[src/rtl/prescaled_counter_bank.sv]
// Bank of NCH event counters, each with its own prescaler, wrap/saturate mode,
// sticky overflow flag, and a shared single-cycle read port with clear-on-read.
module prescaled_counter_bank #(
  parameter  int NCH   = 4,
  parameter  int WIDTH = 32,
  parameter  int PW    = 4,
  localparam int CW    = (NCH < 2) ? 1 : $clog2(NCH)
) (
  input  logic                   Clk,
  input  logic                   Reset,
  input  logic                   En,
  input  logic [CW-1:0]          Sel,
  input  logic                   CfgWe,
  input  logic [CW-1:0]          CfgCh,
  input  logic [PW-1:0]          CfgDiv,
  input  logic                   CfgMode,
  input  logic [NCH-1:0]         ClrMask,
  input  logic                   RdReq,
  input  logic [CW-1:0]          RdCh,
  input  logic                   RdClr,
  output logic [NCH*WIDTH-1:0]   Count,
  output logic [NCH-1:0]         Ovf,
  output logic                   AnyOvf,
  output logic                   RdValid,
  output logic [WIDTH-1:0]       RdData
);

  logic [NCH-1:0][WIDTH-1:0] count_bus;
  logic [NCH-1:0]            ovf_bus;

  logic                      rd_valid_reg;
  logic [WIDTH-1:0]          rd_data_reg;
  logic [WIDTH-1:0]          rd_data_next;

  genvar gi;
  generate
    for (gi = 0; gi < NCH; gi++) begin : g_ch
      localparam logic [CW-1:0] CH_ID = CW'(gi);

      logic [WIDTH-1:0] count_reg, count_next;
      logic [PW-1:0]    pre_reg, pre_next;
      logic [PW-1:0]    div_reg, div_next;
      logic             mode_reg, mode_next;
      logic             ovf_reg, ovf_next;

      logic evt_hit, cfg_hit, clr_hit, bump;

      // Matching against a fixed in-range id makes out-of-range selects inert.
      assign evt_hit = En && (Sel == CH_ID);
      assign cfg_hit = CfgWe && (CfgCh == CH_ID);
      assign clr_hit = ClrMask[gi] || (RdReq && RdClr && (RdCh == CH_ID));
      assign bump    = (pre_reg == div_reg);

      always_comb begin
        count_next = count_reg;
        pre_next   = pre_reg;
        div_next   = div_reg;
        mode_next  = mode_reg;
        ovf_next   = ovf_reg;
        if (clr_hit) begin
          count_next = '0;
          pre_next   = '0;
          ovf_next   = 1'b0;
        end else if (cfg_hit) begin
          div_next   = CfgDiv;
          mode_next  = CfgMode;
          pre_next   = '0;
        end else if (evt_hit) begin
          if (bump) begin
            pre_next = '0;
            if (&count_reg) begin
              ovf_next = 1'b1;
              if (!mode_reg)
                count_next = '0;
            end else begin
              count_next = count_reg + WIDTH'(1);
            end
          end else begin
            pre_next = pre_reg + PW'(1);
          end
        end
      end

      always_ff @(posedge Clk) begin
        if (Reset) begin
          count_reg <= '0;
          pre_reg   <= '0;
          div_reg   <= '0;
          mode_reg  <= 1'b0;
          ovf_reg   <= 1'b0;
        end else begin
          count_reg <= count_next;
          pre_reg   <= pre_next;
          div_reg   <= div_next;
          mode_reg  <= mode_next;
          ovf_reg   <= ovf_next;
        end
      end

      assign count_bus[gi] = count_reg;
      assign ovf_bus[gi]   = ovf_reg;
    end
  endgenerate

  // Read mux; an unmatched channel index yields zero.
  always_comb begin
    rd_data_next = '0;
    for (int i = 0; i < NCH; i++) begin
      if (RdCh == CW'(i))
        rd_data_next = count_bus[i];
    end
  end

  always_ff @(posedge Clk) begin
    if (Reset) begin
      rd_valid_reg <= 1'b0;
      rd_data_reg  <= '0;
    end else begin
      rd_valid_reg <= RdReq;
      if (RdReq)
        rd_data_reg <= rd_data_next;
    end
  end

  assign Count   = count_bus;
  assign Ovf     = ovf_bus;
  assign AnyOvf  = |ovf_bus;
  assign RdValid = rd_valid_reg;
  assign RdData  = rd_data_reg;

endmodule

[config.mk]
export PLATFORM = sky130hd
export DESIGN_NAME = prescaled_counter_bank
export DESIGN_NICKNAME = d
export VERILOG_FILES = /design/src/rtl/prescaled_counter_bank.sv
export SDC_FILE = /design/constraint.sdc
export NUM_CORES = 1
export LEC_CHECK = 0
export ABC_AREA = 1
export CAP_MARGIN = 20
export CORE_ASPECT_RATIO = 1.25
export CORE_MARGIN = 4
export CORE_UTILIZATION = 53
export DETAILED_ROUTE_END_ITERATION = 7
export PLACE_DENSITY = 0.81
export SYNTH_ARGS = -nofsm -noshare
export SYNTH_HDL_FRONTEND = slang
export SYNTH_SLANG_ARGS = --single-unit
[constraint.sdc]
create_clock -name Clk -period 3.15 [get_ports Clk]
set_input_delay 0.315 -clock Clk [delete_from_list [all_inputs] [get_ports Clk]]
set_output_delay 0.315 -clock Clk [all_outputs]
set_load 0.1 [all_outputs]
==> Implementation_results.wiki <==
{| class="wikitable"
! Metric !! Value
|-
| Standard cell core area || 23,730 sq um
|-
| Final period demand of the worst path || 2.568 ns
|-
| CP startpoint kind || flop
|-
| Largest register FFs || between 100 and 150
|-
| Commonest register cell after synthesis || sky130_fd_sc_hd__dfxtp_1
|-
| DIE AREA || about 27,000 sq um
|-
| Vias in the first global route || around 13,000
|-
| Tightest hold margin || between 0.3 and 0.4 ns
|-
| Warnings from Yosys || 0
|-
| Nets || between 2,000 and 2,500
|-
| Chip Width || ~150 um
|-
| Cell count after placement || ~2,600
|-
| Run status || finished clean
|-
| DRT Pass-1 Iters || 6
|-
| TritonCTS clock tree || yes
|-
| Register clock-pin slew on the reported worst setup and hold paths || about 0.070 ns
|-
| Setup repair after global routing missed its margin || false
|-
| CTS H-tree depth || 1
|-
| Clock tree buffer depth || 3
|-
| Hold depth || 6
|-
| Flop2flop setup slack || between 0.5 and 0.6 ns
|-
| Via-to-Cell Ratio || ~5.5
|-
| Count of distinct cell types in the synthesized netlist || 38
|-
| Insertion delay of the later-clocked pin in the worst-skew pair || 0.52 ns
|-
| Actual transition at the worst max-transition pin || ~0.98 ns
|-
| Fin Clk Skew || between 0.01 and 0.015 ns
|-
| Total DRC errors in the routed layout || 0
|-
| Data arrival time at the worst-slack endpoint || 3.03 ns
|-
| Worst-case vdd ir drop || approximately 0.44 mV
|-
| Combined area of all synthesized cells || 12,750 sq um
|-
| Global-route wire length before repair || 71,620 um
|-
| I/O pins || 187
|-
| Number of maximum-capacitance violations || 0
|-
| Worst r2r src || g_ch[3].count_reg[0]
|-
| Height of the chip || 181.4 um
|-
| Slowest stage delay, CP || ~0.42 ns
|-
| Total number of vias || between 10,000 and 15,000
|-
| Final number of setup-violating endpoints || 0
|-
| Antenna violations before repair || 0
|-
| Total congestion overflow || 0
|-
| DRT iter0 DRCs || 1,439
|-
| Type of destination of the critical path || flop
|-
| Post-Syn Nets || about 2,100
|-
| Internal Dissipation || approximately 4.5 mW
|-
| Largest fanout on the critical path || 23
|-
| Hold EP || g_ch[3].mode_reg
|-
| Net switching share of the total power || roughly a quarter
|-
| Hold violation count in the final report || 0
|-
| Summed negative setup slack over all endpoints || 0 ns
|-
| Hold Startpoint || RdReq
|-
| Effective utilization at floorplan || between 50 and 60%
|-
| Crit path top cell by count || sky130_fd_sc_hd__nand2_1
|-
| Avg Inst Size Synth || between 6 and 7 sq um
|-
| Portion of the post-synthesis area used by sequential elements || 31.56%
|-
| Fraction of registers with async set/reset || 0%
|-
| Placement Rows || 63
|-
| Series of cell instances along the critical path || ha_1, nand2_1, nor2_2, nand2_2, nor2_4, nand3_4, nand2_2, inv_2, nand2_1, nand2_1, nor2_1
|-
| Worst reg-to-reg path cell count || 11
|-
| Post-CTS sizing || 0
|-
| # clock sinks || approximately 200
|-
| Max stage delay cell, worst path || sky130_fd_sc_hd__dfxtp_1
|-
| Headroom to the max-slew limit || about a third
|-
| Worst slack at placement || roughly 0.51 ns
|-
| R2R Path End || g_ch[3].count_reg[28]
|-
| Ant. Diodes || 0
|-
| Hold-fix buffers at CTS || 0
|-
| Sequential share of power || between 40% and 50%
|-
| Pwr Density || just under 400 nW/um^2
|-
| Number of clock buffers inserted by TritonCTS || 22
|-
| Flops & latches, synth || roughly 200
|-
| Detail Placement HPWL || 34,770 um
|-
| Post-CTS repair timing setup buffer count || 0
|-
| WL per Instance || about 18 um
|-
| Area added between synthesis and finish || 20.09%
|-
| RePlAce Congestion || roughly 1.0
|-
| Min-Delay Path Class || in2reg
|-
| Combinational share of power || under 10%
|-
| Aggregate routed wire length || between 40,000 and 50,000 um
|-
| Clk pwr share || 48.2%
|-
| Cells after synthesis || approximately 2,100
|-
| Largest net degree at the start of global routing || 66
|-
| Least setup slack across all paths after layout || slightly below 0.6 ns
|-
| Final Non-Filler Cells || between 2,000 and 3,000
|-
| Fraction of final layout cells sized beyond drive strength 1 || roughly an eighth
|-
| Total routing resource utilization after global routing || between 30% and 40%
|-
| Kind of critical path || reg2reg
|-
| Count of buffers inserted at the top-level ports || 186
|-
| Fmax || 0.3894 GHz
|-
| Clock root buffer || sky130_fd_sc_hd__clkbuf_16
|-
| Count of final max-slew check failures || 0
|-
| Switching power summed over all nets || around 1.6 mW
|-
| Final cycle utilization of the critical path || 81.52%
|-
| Leak pwr || ~6 nW
|-
| Number of enable-type register cells in the synthesized netlist || 0
|-
| CP Data Required Time || between 3 and 4 ns
|-
| Residual antenna-violating net count after detailed routing || 0
|}
==> power by group through the flow <==
stage	clock network [mW]	registers (mW)	logic, mW
finish	2.92	2.60	0.524
global route	3.04	2.61	0.555
CTS	2.93	2.60	0.520
detailed placement	0	2.66	0.518
global placement	0	2.66	0.511
floorplan	0	2.81	0.218
==> cell usage after synthesis, drive strengths merged (22+ instances only) <==
library cell	n	area share, %
a21oi	121	5.1
a31oi	30	1.5
buf	40	2.1
clkbuf	37	1.1
dfxtp	201	32
inv	272	8.0
nand2	698	21
nand3	134	5.7
nand3b	25	1.5
nor2	318	10
nor3	22	0.86
o21ai	80	3.1
o22ai	24	1.2
xor2	45	3.1
==> layer usage <==
| metal | up-vias | track usage, % | part of all wire [%] |
|---|---|---|---|
| met2 | 717 | 56.03 | 47 |
| li1 | 6936 | - | - |
| met1 | 6506 | 40.66 | 37 |
| met4 | 0 | 17.21 | 6.3 |
| met5 | - | 0 | 0 |
| met3 | 168 | 5.092 | 9.1 |
==> worst max-delay path: cells and delay by family (launching register included) <==
family | cells | cell delay [ns]
adder cells (fa/ha/maj) | 1 | 0.25
buffers and inverters | 1 | 0.28
flip-flops | 1 | 0.42
AND/OR/NAND/NOR | 9 | 1.55
==> cells by family (layout without fill, tap and decap cells) <==
logic type / after synthesis / count (layout) / share of synthesized area [%]
buffers and inverters: 349 / 526 / 11.25
XOR/XNOR: 51 / 51 / 3.503
AND/OR/NAND/NOR: 1222 / 1222 / 40.88
adder cells (fa/ha/maj): 8 / 8 / 0.7850
AO/OA/AOI/OAI: 271 / 271 / 11.87
flip-flops: 201 / 201 / 31.56
multiplexers: 2 / 2 / 0.1570
==> worst max-delay path by stage <==
stage,from,endpoint,cells past startpoint
2_1_floorplan,g_ch[2].count_reg[0],g_ch[2].count_reg[16],11
3_3_place_gp,RdCh[0],RdData[23],7
3_5_place_dp,RdCh[0],RdData[23],7
4_1_cts,g_ch[3].count_reg[0],g_ch[3].count_reg[28],11
5_1_grt,g_ch[3].count_reg[0],g_ch[3].count_reg[24],11
6_report,g_ch[3].count_reg[0],g_ch[3].count_reg[28],11
==> stage by stage <==
step	total power [mW]	util (%)	area [sq um]
6_report	6.046	64.54	15310
5_1_grt	6.196	64.54	15310
4_1_cts	6.053	64.54	15310
3_5_place_dp	3.178	61.12	14500
3_3_place_gp	3.171	61.12	14500
2_1_floorplan	3.030	-	12750
==> layout make-up <==
| cell class | count | area [sq um] |
|---|---|---|
| inverters | 272 | 1021 |
| fillers | 2246 | 8414 |
| repair buffers | 214 | 1757 |
| clock buffers | 28 | 634.4 |
| clock inverters | 12 | 176.4 |
| multi-input cells | 1554 | 7293 |
| flip-flops and latches | 201 | 4024 |
| well taps | 325 | 406.6 |
==> cells in the final DEF (no fill, tap or decap), drive strengths merged, types with 3 or more instances in the layout <==
cell type,n
nand4,16
clkdlybuf4s50,61
nand3,134
o21bai,4
xor2,45
a31oi,30
clkbuf,28
nand3b,25
nor3,22
a21oi,121
bufinv,4
xnor2,6
a22o,5
clkinv,4
nand2,698
buf,153
dfxtp,201
o22ai,24
o211ai,3
and2,6
o21ai,80
ha,8
nor2,318
inv,274
(Power assumes the default switching activity.)
